`src/rtl/serial_add_sub.sv`:
```
// Bit-serial adder/subtractor: one result bit per clock, LSB first, ripple carry/borrow held in a flop.
// Latency: start at edge k -> done during the cycle after edge k+WIDTH; back to IDLE one edge later.
// Backpressure: none; start is only accepted in IDLE and is ignored while busy or done.
module serial_add_sub #(
    parameter int WIDTH = 8
) (
    input  logic             clk,
    input  logic             rst,
    input  logic             start,
    input  logic             mode,
    input  logic [WIDTH-1:0] a,
    input  logic [WIDTH-1:0] b,
    output logic             busy,
    output logic             done,
    output logic [WIDTH-1:0] result,
    output logic             cout
);

    // Counter must index bits 0..WIDTH-1; keep at least one bit for WIDTH=1.
    localparam int CW = (WIDTH > 1) ? $clog2(WIDTH) : 1;
    localparam logic [CW-1:0] LAST_BIT = CW'(WIDTH - 1);

    typedef enum logic [1:0] {
        IDLE = 2'd0,
        RUN  = 2'd1,
        DONE = 2'd2
    } state_t;

    state_t           state_q, state_d;
    logic [WIDTH-1:0] a_q, a_d;
    logic [WIDTH-1:0] b_q, b_d;
    logic             mode_q, mode_d;
    logic [CW-1:0]    cnt_q, cnt_d;
    logic             c_q, c_d;
    logic [WIDTH-1:0] result_q, result_d;
    logic             cout_q, cout_d;
    logic             busy_q, busy_d;
    logic             done_q, done_d;

    logic             bit_a;
    logic             bit_b;
    logic             bit_out;
    logic             c_next;
    logic [WIDTH-1:0] shifted;

    // Single-bit full adder / full subtractor for the bit selected by the counter.
    always_comb begin
        bit_a = a_q[cnt_q];
        bit_b = b_q[cnt_q];
        bit_out = bit_a ^ bit_b ^ c_q;
        if (mode_q) begin
            c_next = (~bit_a & bit_b) | (~(bit_a ^ bit_b) & c_q);
        end else begin
            c_next = (bit_a & bit_b) | (bit_a & c_q) | (bit_b & c_q);
        end
        // New bit enters at the MSB; after WIDTH shifts bit 0 has reached position 0.
        shifted = result_q >> 1;
        shifted[WIDTH-1] = bit_out;
    end

    // Next-state and next-output logic for the IDLE/RUN/DONE sequencer.
    always_comb begin
        state_d  = state_q;
        a_d      = a_q;
        b_d      = b_q;
        mode_d   = mode_q;
        cnt_d    = cnt_q;
        c_d      = c_q;
        result_d = result_q;
        cout_d   = cout_q;
        busy_d   = busy_q;
        done_d   = done_q;
        case (state_q)
            IDLE: begin
                if (start) begin
                    a_d      = a;
                    b_d      = b;
                    mode_d   = mode;
                    c_d      = 1'b0;
                    cnt_d    = '0;
                    result_d = '0;
                    cout_d   = 1'b0;
                    busy_d   = 1'b1;
                    state_d  = RUN;
                end
            end
            RUN: begin
                result_d = shifted;
                c_d      = c_next;
                cnt_d    = cnt_q + CW'(1);
                if (cnt_q == LAST_BIT) begin
                    cout_d  = c_next;
                    cnt_d   = '0;
                    busy_d  = 1'b0;
                    done_d  = 1'b1;
                    state_d = DONE;
                end
            end
            DONE: begin
                done_d  = 1'b0;
                state_d = IDLE;
            end
            default: begin
                busy_d  = 1'b0;
                done_d  = 1'b0;
                state_d = IDLE;
            end
        endcase
    end

    // All state, including the registered busy/done outputs, clears asynchronously on rst.
    always_ff @(posedge clk or posedge rst) begin
        if (rst) begin
            state_q  <= IDLE;
            a_q      <= '0;
            b_q      <= '0;
            mode_q   <= 1'b0;
            cnt_q    <= '0;
            c_q      <= 1'b0;
            result_q <= '0;
            cout_q   <= 1'b0;
            busy_q   <= 1'b0;
            done_q   <= 1'b0;
        end else begin
            state_q  <= state_d;
            a_q      <= a_d;
            b_q      <= b_d;
            mode_q   <= mode_d;
            cnt_q    <= cnt_d;
            c_q      <= c_d;
            result_q <= result_d;
            cout_q   <= cout_d;
            busy_q   <= busy_d;
            done_q   <= done_d;
        end
    end

    assign busy   = busy_q;
    assign done   = done_q;
    assign result = result_q;
    assign cout   = cout_q;

endmodule

```
`config.mk`:
```
export PLATFORM = sky130hd
export DESIGN_NAME = serial_add_sub
export DESIGN_NICKNAME = d
export VERILOG_FILES = /design/src/rtl/serial_add_sub.sv
export SDC_FILE = /design/constraint.sdc
export NUM_CORES = 1
export LEC_CHECK = 0
export BUFFER_PORTS_ARGS = -buffer_cell sky130_fd_sc_hd__buf_2
export CAP_MARGIN = 10
export CORE_MARGIN = 2
export CORE_UTILIZATION = 47
export CTS_CLUSTER_SIZE = 14
export DETAILED_ROUTE_END_ITERATION = 8
export GPL_ROUTABILITY_DRIVEN = 0
export PLACE_DENSITY = 0.79
export SLEW_MARGIN = 20
export SYNTH_ARGS = -nofsm -noshare
export SYNTH_HDL_FRONTEND = slang
export SYNTH_SLANG_ARGS = --single-unit
```
`constraint.sdc`:
```
create_clock -name clk -period 2.46 [get_ports clk]
set_input_delay 0.369 -clock clk [delete_from_list [all_inputs] [get_ports clk]]
set_output_delay 0.369 -clock clk [all_outputs]
set_load 0.005 [all_outputs]
```
==> reports/qor.yml, run 1 <==
skew_ps: 4.86
synth_top_area_share_pct: 55.1
regArea_um2: 851
hold_viol_final: 0
hold_path.class: "primary input to asynchronous set/reset pin"
multi_input_area_um2: 627
max_stage_delay_ps: 540
synth_nets: 125
synth_common_cells: "dfrtp_1, a22o_1, mux2_4, mux2_2, nand2_1"
cts_max_level: 2
post_cts_resized: 0
fin_crit_ps: 2210
fillerInstances: 276
port_buffers: 30
ys_ff_latch: 34
synthTopCellsByArea: "dfrtp_1, mux2_4, mux2_2, a22o_1, mux4_1"
yosys_most_used_dff: "dfrtp_1"
synth_cell_types: 22
slew_headroom_pct: 45.4
tritoncts: "built"
initial_core_util_pct: 49.8
clk_path_buf_depth: 2
vdd_drop_max_mv: 0.659
clk_latency_ps: 330
cellPowerDensity_nw_per_um2: 1280
viasPerCell: 5.20
syn_to_final_growth_pct: 15.2
finalCritPeriodShare_pct: 89.8
track_usage_pct: 17.4
nets: 160
ys_seq_area_share_pct: 55.1
grt_max_degree: 35
hold_ws_ps: 109
worstPathRequired_ps: 2680
syn_avg_cell_area_um2: 15.3
rsz0062_at_grt: "no"
cts_buffers: 5
cts_setup_buffers: 0
drc_errors: 0
place_hpwl_um: 1880
timing.rr.start: "cnt_q[0]"
crit_chain: "mux4_2 -> mux2i_1 -> inv_1 -> fa_1 -> a22o_1"
leakagePower_nw: 0.867
syn_inst: 101
setup_viol: 0
clkSinkCount: 34
std_cell_rows: 20
async_reset_ff_share_pct: 100
tns_ps: 0
drive_above_1_share_pct: 44.5
ctsHoldBuffers: 0
slew_violations: 0
cp-startpoint: "cnt_q[0]"
num_vias: 941
synth.cell_area_um2: 1550
crit_path_start_kind: "flop"
path_max_fanout: 7
grt_pass1_wl_um: 4530
place_area_um2: 1720
worst_pin_slew_ps: 817
cp-end-kind: "flop"
status: "complete, no violations"
grt_overflow_total: 0
drt_iter0_drc: 42
regToRegSetupSlack_ps: 250
max_freq_mhz: 453
dr.pass1.iters: 4
ys_warn_count: 0
antennaDiodeCount: 0
fin_area_um2: 1780
crit_type: "flop to flop"
synth_edf_count: 0
cap_violations: 0
placeableCoreArea_um2: 3100
ant_nets: 0
root_buffer: "clkbuf_4"
drt-total-wl_um: 2640
arrival_ps: 2430
cp_slowest_cell: "mux4_2"
clk_pin_slew_ps: 100
synth_top_area_cell: "dfrtp_1"
pin_count: 31
synth.most_common_cell: "dfrtp_1"
chipHeight_um: 61.3
chipWidth_um: 61.3
die_area_um2: 3760
post_drt_wl_per_cell_um: 14.6
grt_antenna_before_repair: 0
grt_pass1_vias: 987
==> layer usage <==
layer	track usage, %	vias up	part of all wire, %
met5	0	-	0
met4	3.65	0	0.38
met3	8.82	3	4.5
met2	26.4	25	51
met1	22.7	482	44
li1	-	431	-
==> cell families after synthesis <==
| group | synth area share (%) |
|---|---|
| mux | 23.2 |
| simple gates | 4.13 |
| compound gates | 9.07 |
| fa+ha+maj | 4.21 |
| flops | 55.1 |
| buf+inv | 4.37 |
==> cell type report <==
cell class,count,share of cell area (%)
clock inverters,1,0.281
inverters,4,0.843
clock buffers,7,3.09
well taps,44,3.09
flip-flops and latches,34,47.8
repair buffers,33,9.70
multi-input cells,58,35.2
==> registers in the layout, summed over array words and instances, names as in the netlist <==
| name | cells |
|---|---|
| b_q | 8 |
| done | 1 |
| busy | 1 |
| state_q | 2 |
| mode_q | 1 |
| a_q | 8 |
| result | 8 |
| c_q | 1 |
| cout | 1 |
| cnt_q | 3 |
==> metrics by stage <==
step | power (mW) | worst slack (ps) | utilization [%] | instances
after floorplan | 1.77 | 431 | - | 101
after global placement | 1.91 | 342 | 55.4 | 173
after detailed placement | 1.99 | 257 | 55.4 | 173
after CTS | 2.31 | 220 | 57.4 | 181
after global routing | 2.50 | 78.2 | 57.4 | 181
final | 2.28 | 252 | 57.4 | 181
==> worst paths after layout <==
kind,cells after the start,end
min,3,result[3]
min in group clk,2,b_q[7]
max reg2reg,5,result[7]
max in group asynchronous,3,mode_q
max,5,result[7]
min reg2reg,1,b_q[1]
==> worst max-delay path, delay by kind of cell, from the launching register on <==
family                     cells  cell delay, ps
adders and majority gates      1             450
buffers and inverters          1             100
muxes                          2             800
DFF                            1             530
AOI/OAI and AO/OA              1             220
==> cell usage in the layout (no fill, tap or decap), types with 2 or more instances in the layout <==
| master | count |
|---|---|
| a21oi_1 | 2 |
| a22o_1 | 10 |
| buf_2 | 30 |
| buf_4 | 3 |
| clkbuf_4 | 5 |
| dfrtp_1 | 34 |
| fa_1 | 2 |
| ha_1 | 2 |
| inv_1 | 4 |
| mux2_2 | 8 |
| mux2_4 | 10 |
| mux2i_1 | 2 |
| mux4_1 | 2 |
| mux4_2 | 2 |
| nand2_1 | 5 |
| nor2_1 | 2 |
| nor2b_1 | 3 |
| o21ai_0 | 4 |
==> power breakdown <==
group | switching, mW | total, mW | internal (mW)
clock network | 0.171 | 0.309 | 0.138
registers | 0.218 | 1.04 | 0.824
logic | 0.354 | 0.924 | 0.570
total | 0.743 | 2.28 | 1.53
No activity file was read; power rests on OpenSTA's default activity.
==> run 2, diff against run 1 <==
--- a/config.mk
+++ b/config.mk
@@ -12,8 +12,9 @@
 export CTS_CLUSTER_SIZE = 14
 export DETAILED_ROUTE_END_ITERATION = 8
 export GPL_ROUTABILITY_DRIVEN = 0
-export PLACE_DENSITY = 0.79
+export PLACE_DENSITY = 0.82
 export SLEW_MARGIN = 20
 export SYNTH_ARGS = -nofsm -noshare
 export SYNTH_HDL_FRONTEND = slang
 export SYNTH_SLANG_ARGS = --single-unit
+export TNS_END_PERCENT = 10
==> constraint.sdc (replaced) <==
create_clock -name clk -period 1.9 [get_ports clk]
set_input_delay 0.285 -clock clk [delete_from_list [all_inputs] [get_ports clk]]
set_output_delay 0.285 -clock clk [all_outputs]
set_load 0.005 [all_outputs]
==> run 2 against run 1 <==
Effect of this change: the run now ends with setup timing left; first-iteration DRC count grew 12%; non-clock buffer count increased by 2; clock skew grew 3.1 ps; worst setup slack worse by 390 ps; final area increased by 1.4%; final cell count up 1.1%; via count is 2.1% lower; die area stayed put; sequential share of layout area is 0.59 points lower; sequential power increased by 30%; core utilization increased by 0.81 points; flip-flop and latch count unchanged; largest power group is now combinational cells.
==> reports/qor.yml, run 2 (synthesis gave the netlist of run 1 again) <==
slew_violations: 0  # unchanged
final_cell_count_no_fill: 183  # +1.1%
path_buf_inv: 0  # -1
path_max_fanout: 5  # -2
cp-end-kind: "flop"
crit_type: "flop to flop"
slew_headroom_pct: 40.2  # -5.2 points
drive_above_1_share_pct: 50.4  # +5.8 points
grt_pass1_vias: 994  # +0.71%
port_buffers: 30  # unchanged
post_drt_wl_per_cell_um: 14.2  # -2.6%
max_stage_delay_ps: 520  # -20 ps
regToRegSetupSlack_ps: -140  # -390 ps
final_cell_mix: "dfrtp_1, buf_2, mux2_4, a22o_1, mux2_2"
arrival_ps: 2270  # -160 ps
cts_buffers: 5  # unchanged
cellPowerDensity_nw_per_um2: 1730  # +35%
chipWidth_um: 61.3  # unchanged
tns_ps: -412  # -412 ps
worstPathRequired_ps: 2130  # -550 ps
hold_path.class: "primary input to asynchronous set/reset pin"
place_hpwl_um: 1880  # +0.50%
crit_path_start_kind: "flop"
status: "finished, violations left"
antennaDiodeCount: 0  # unchanged
placeableCoreArea_um2: 3100  # unchanged
drc_errors: 0  # unchanged
setup_ws_ps: -141  # -393 ps
std_cell_rows: 20  # unchanged
crit_chain: "mux4_2 -> mux2_4 -> fa_2 -> a22o_1"
grt_pass1_wl_um: 4610  # +1.7%
tritoncts: "built"
hold_ws_ps: 18.8  # -90.4 ps
dr.pass1.iters: 3  # -1
vdd_drop_max_mv: 0.639  # -3.0%
root_buffer: "clkbuf_4"
num_vias: 921  # -2.1%
nets: 162  # +1.3%
total_power_mw: 3.13  # +37%
grt_antenna_before_repair: 0  # unchanged
finalCoreUtilization_pct: 58.2  # +0.81 points
clk_latency_ps: 340  # about the same
rsz0062_at_grt: "yes"
clk_pin_slew_ps: 100  # about the same
cap_violations: 0  # unchanged
setup_viol: 3  # +3
cp_slowest_cell: "mux4_2"
cts_max_level: 2  # unchanged
layout_commonest_cell: "dfrtp_1"
ctsHoldBuffers: 0  # unchanged
cts_setup_buffers: 0  # unchanged
grt_overflow_total: 0  # unchanged
pin_count: 31  # unchanged
grt_max_degree: 35  # unchanged
clk_path_buf_depth: 2  # unchanged
ant_nets: 0  # unchanged
syn_to_final_growth_pct: 16.8
drt_iter0_drc: 47  # +12%
leakagePower_nw: 0.866  # about the same
worst_pin_slew_ps: 895  # +77.7 ps
track_usage_pct: 17.4  # +0.073 points
die_area_um2: 3760  # unchanged
hold_viol_final: 0  # unchanged
fin_crit_ps: 2040  # -167 ps
clkSinkCount: 34  # unchanged
initial_core_util_pct: 49.8  # unchanged
skew_ps: 7.95  # +3.09 ps
chipHeight_um: 61.3  # unchanged
drt-total-wl_um: 2600  # -1.6%
dp_cells: 175  # +1.2%
viasPerCell: 5.03  # -3.2%
finalCritPeriodShare_pct: 107  # +18 points
max_freq_mhz: 490  # +8.2%
violations: "setup timing"
crit_family: "multiplexers"
-- run 2: changes by cell type in the layout (fill, tap and decap cells not counted), sizes merged --
cell  previous run  this run
buf             33        35
-- run 2: final timing paths --
path	from	endpoint	cells after the start
max in group asynchronous	rst	cnt_q[0]	3
worst min-delay path	rst	a_q[7]	3
worst max register to register	cnt_q[0]	result[7]	4
min in group clk	b[7]	b_q[7]	2
worst min register to register	result[0]	result[0]	1
worst max-delay path	cnt_q[0]	result[7]	4
-- run 2: through the flow --
stage	setup slack [ps]	instance area [um^2]
finish	-141	1810
global route	-214	1810
CTS	-171	1800
detailed placement	-240	1740
global placement	-152	1740
floorplan	-106	1550
-- run 2: cell type report --
type | count | area (um^2)
Clock inverter | 1 | 5.00
Multi-Input combinational cell | 58 | 636
Clock buffer | 7 | 55.1
Fill cell | 279 | 1300
Timing Repair Buffer | 35 | 188
Tap cell | 44 | 55.1
Inverter | 4 | 15.0
Sequential cell | 34 | 852
-- run 2: worst register-to-register path, stage by stage, from the launching register on --
cell and delay [ps]:
dfrtp_2 460, mux4_2 520, mux2_4 300, fa_2 430, a22o_1 220
-- run 2: repair_timing --
item                       CTS  global route
setup endpoints to repair    3             3
hold endpoints to repair     0             0
resized for setup            1             5
pin swaps                    0             2
-- run 2: routing by layer --
metal	routed length [um]	GRT usage, %	up-vias
met2	1340	28.4	24
li1	-	-	437
met5	0	0	-
met1	1080	21.5	457
met3	155	6.93	3
met4	29	5.47	0
-- run 2: power by group --
part           total, mW  internal, mW  switching [mW]  leakage (nW)
clock network      0.414         0.179           0.235        0.0353
registers           1.35          1.07           0.285         0.414
logic               1.36         0.855           0.502         0.418
total               3.13          2.10            1.02         0.866
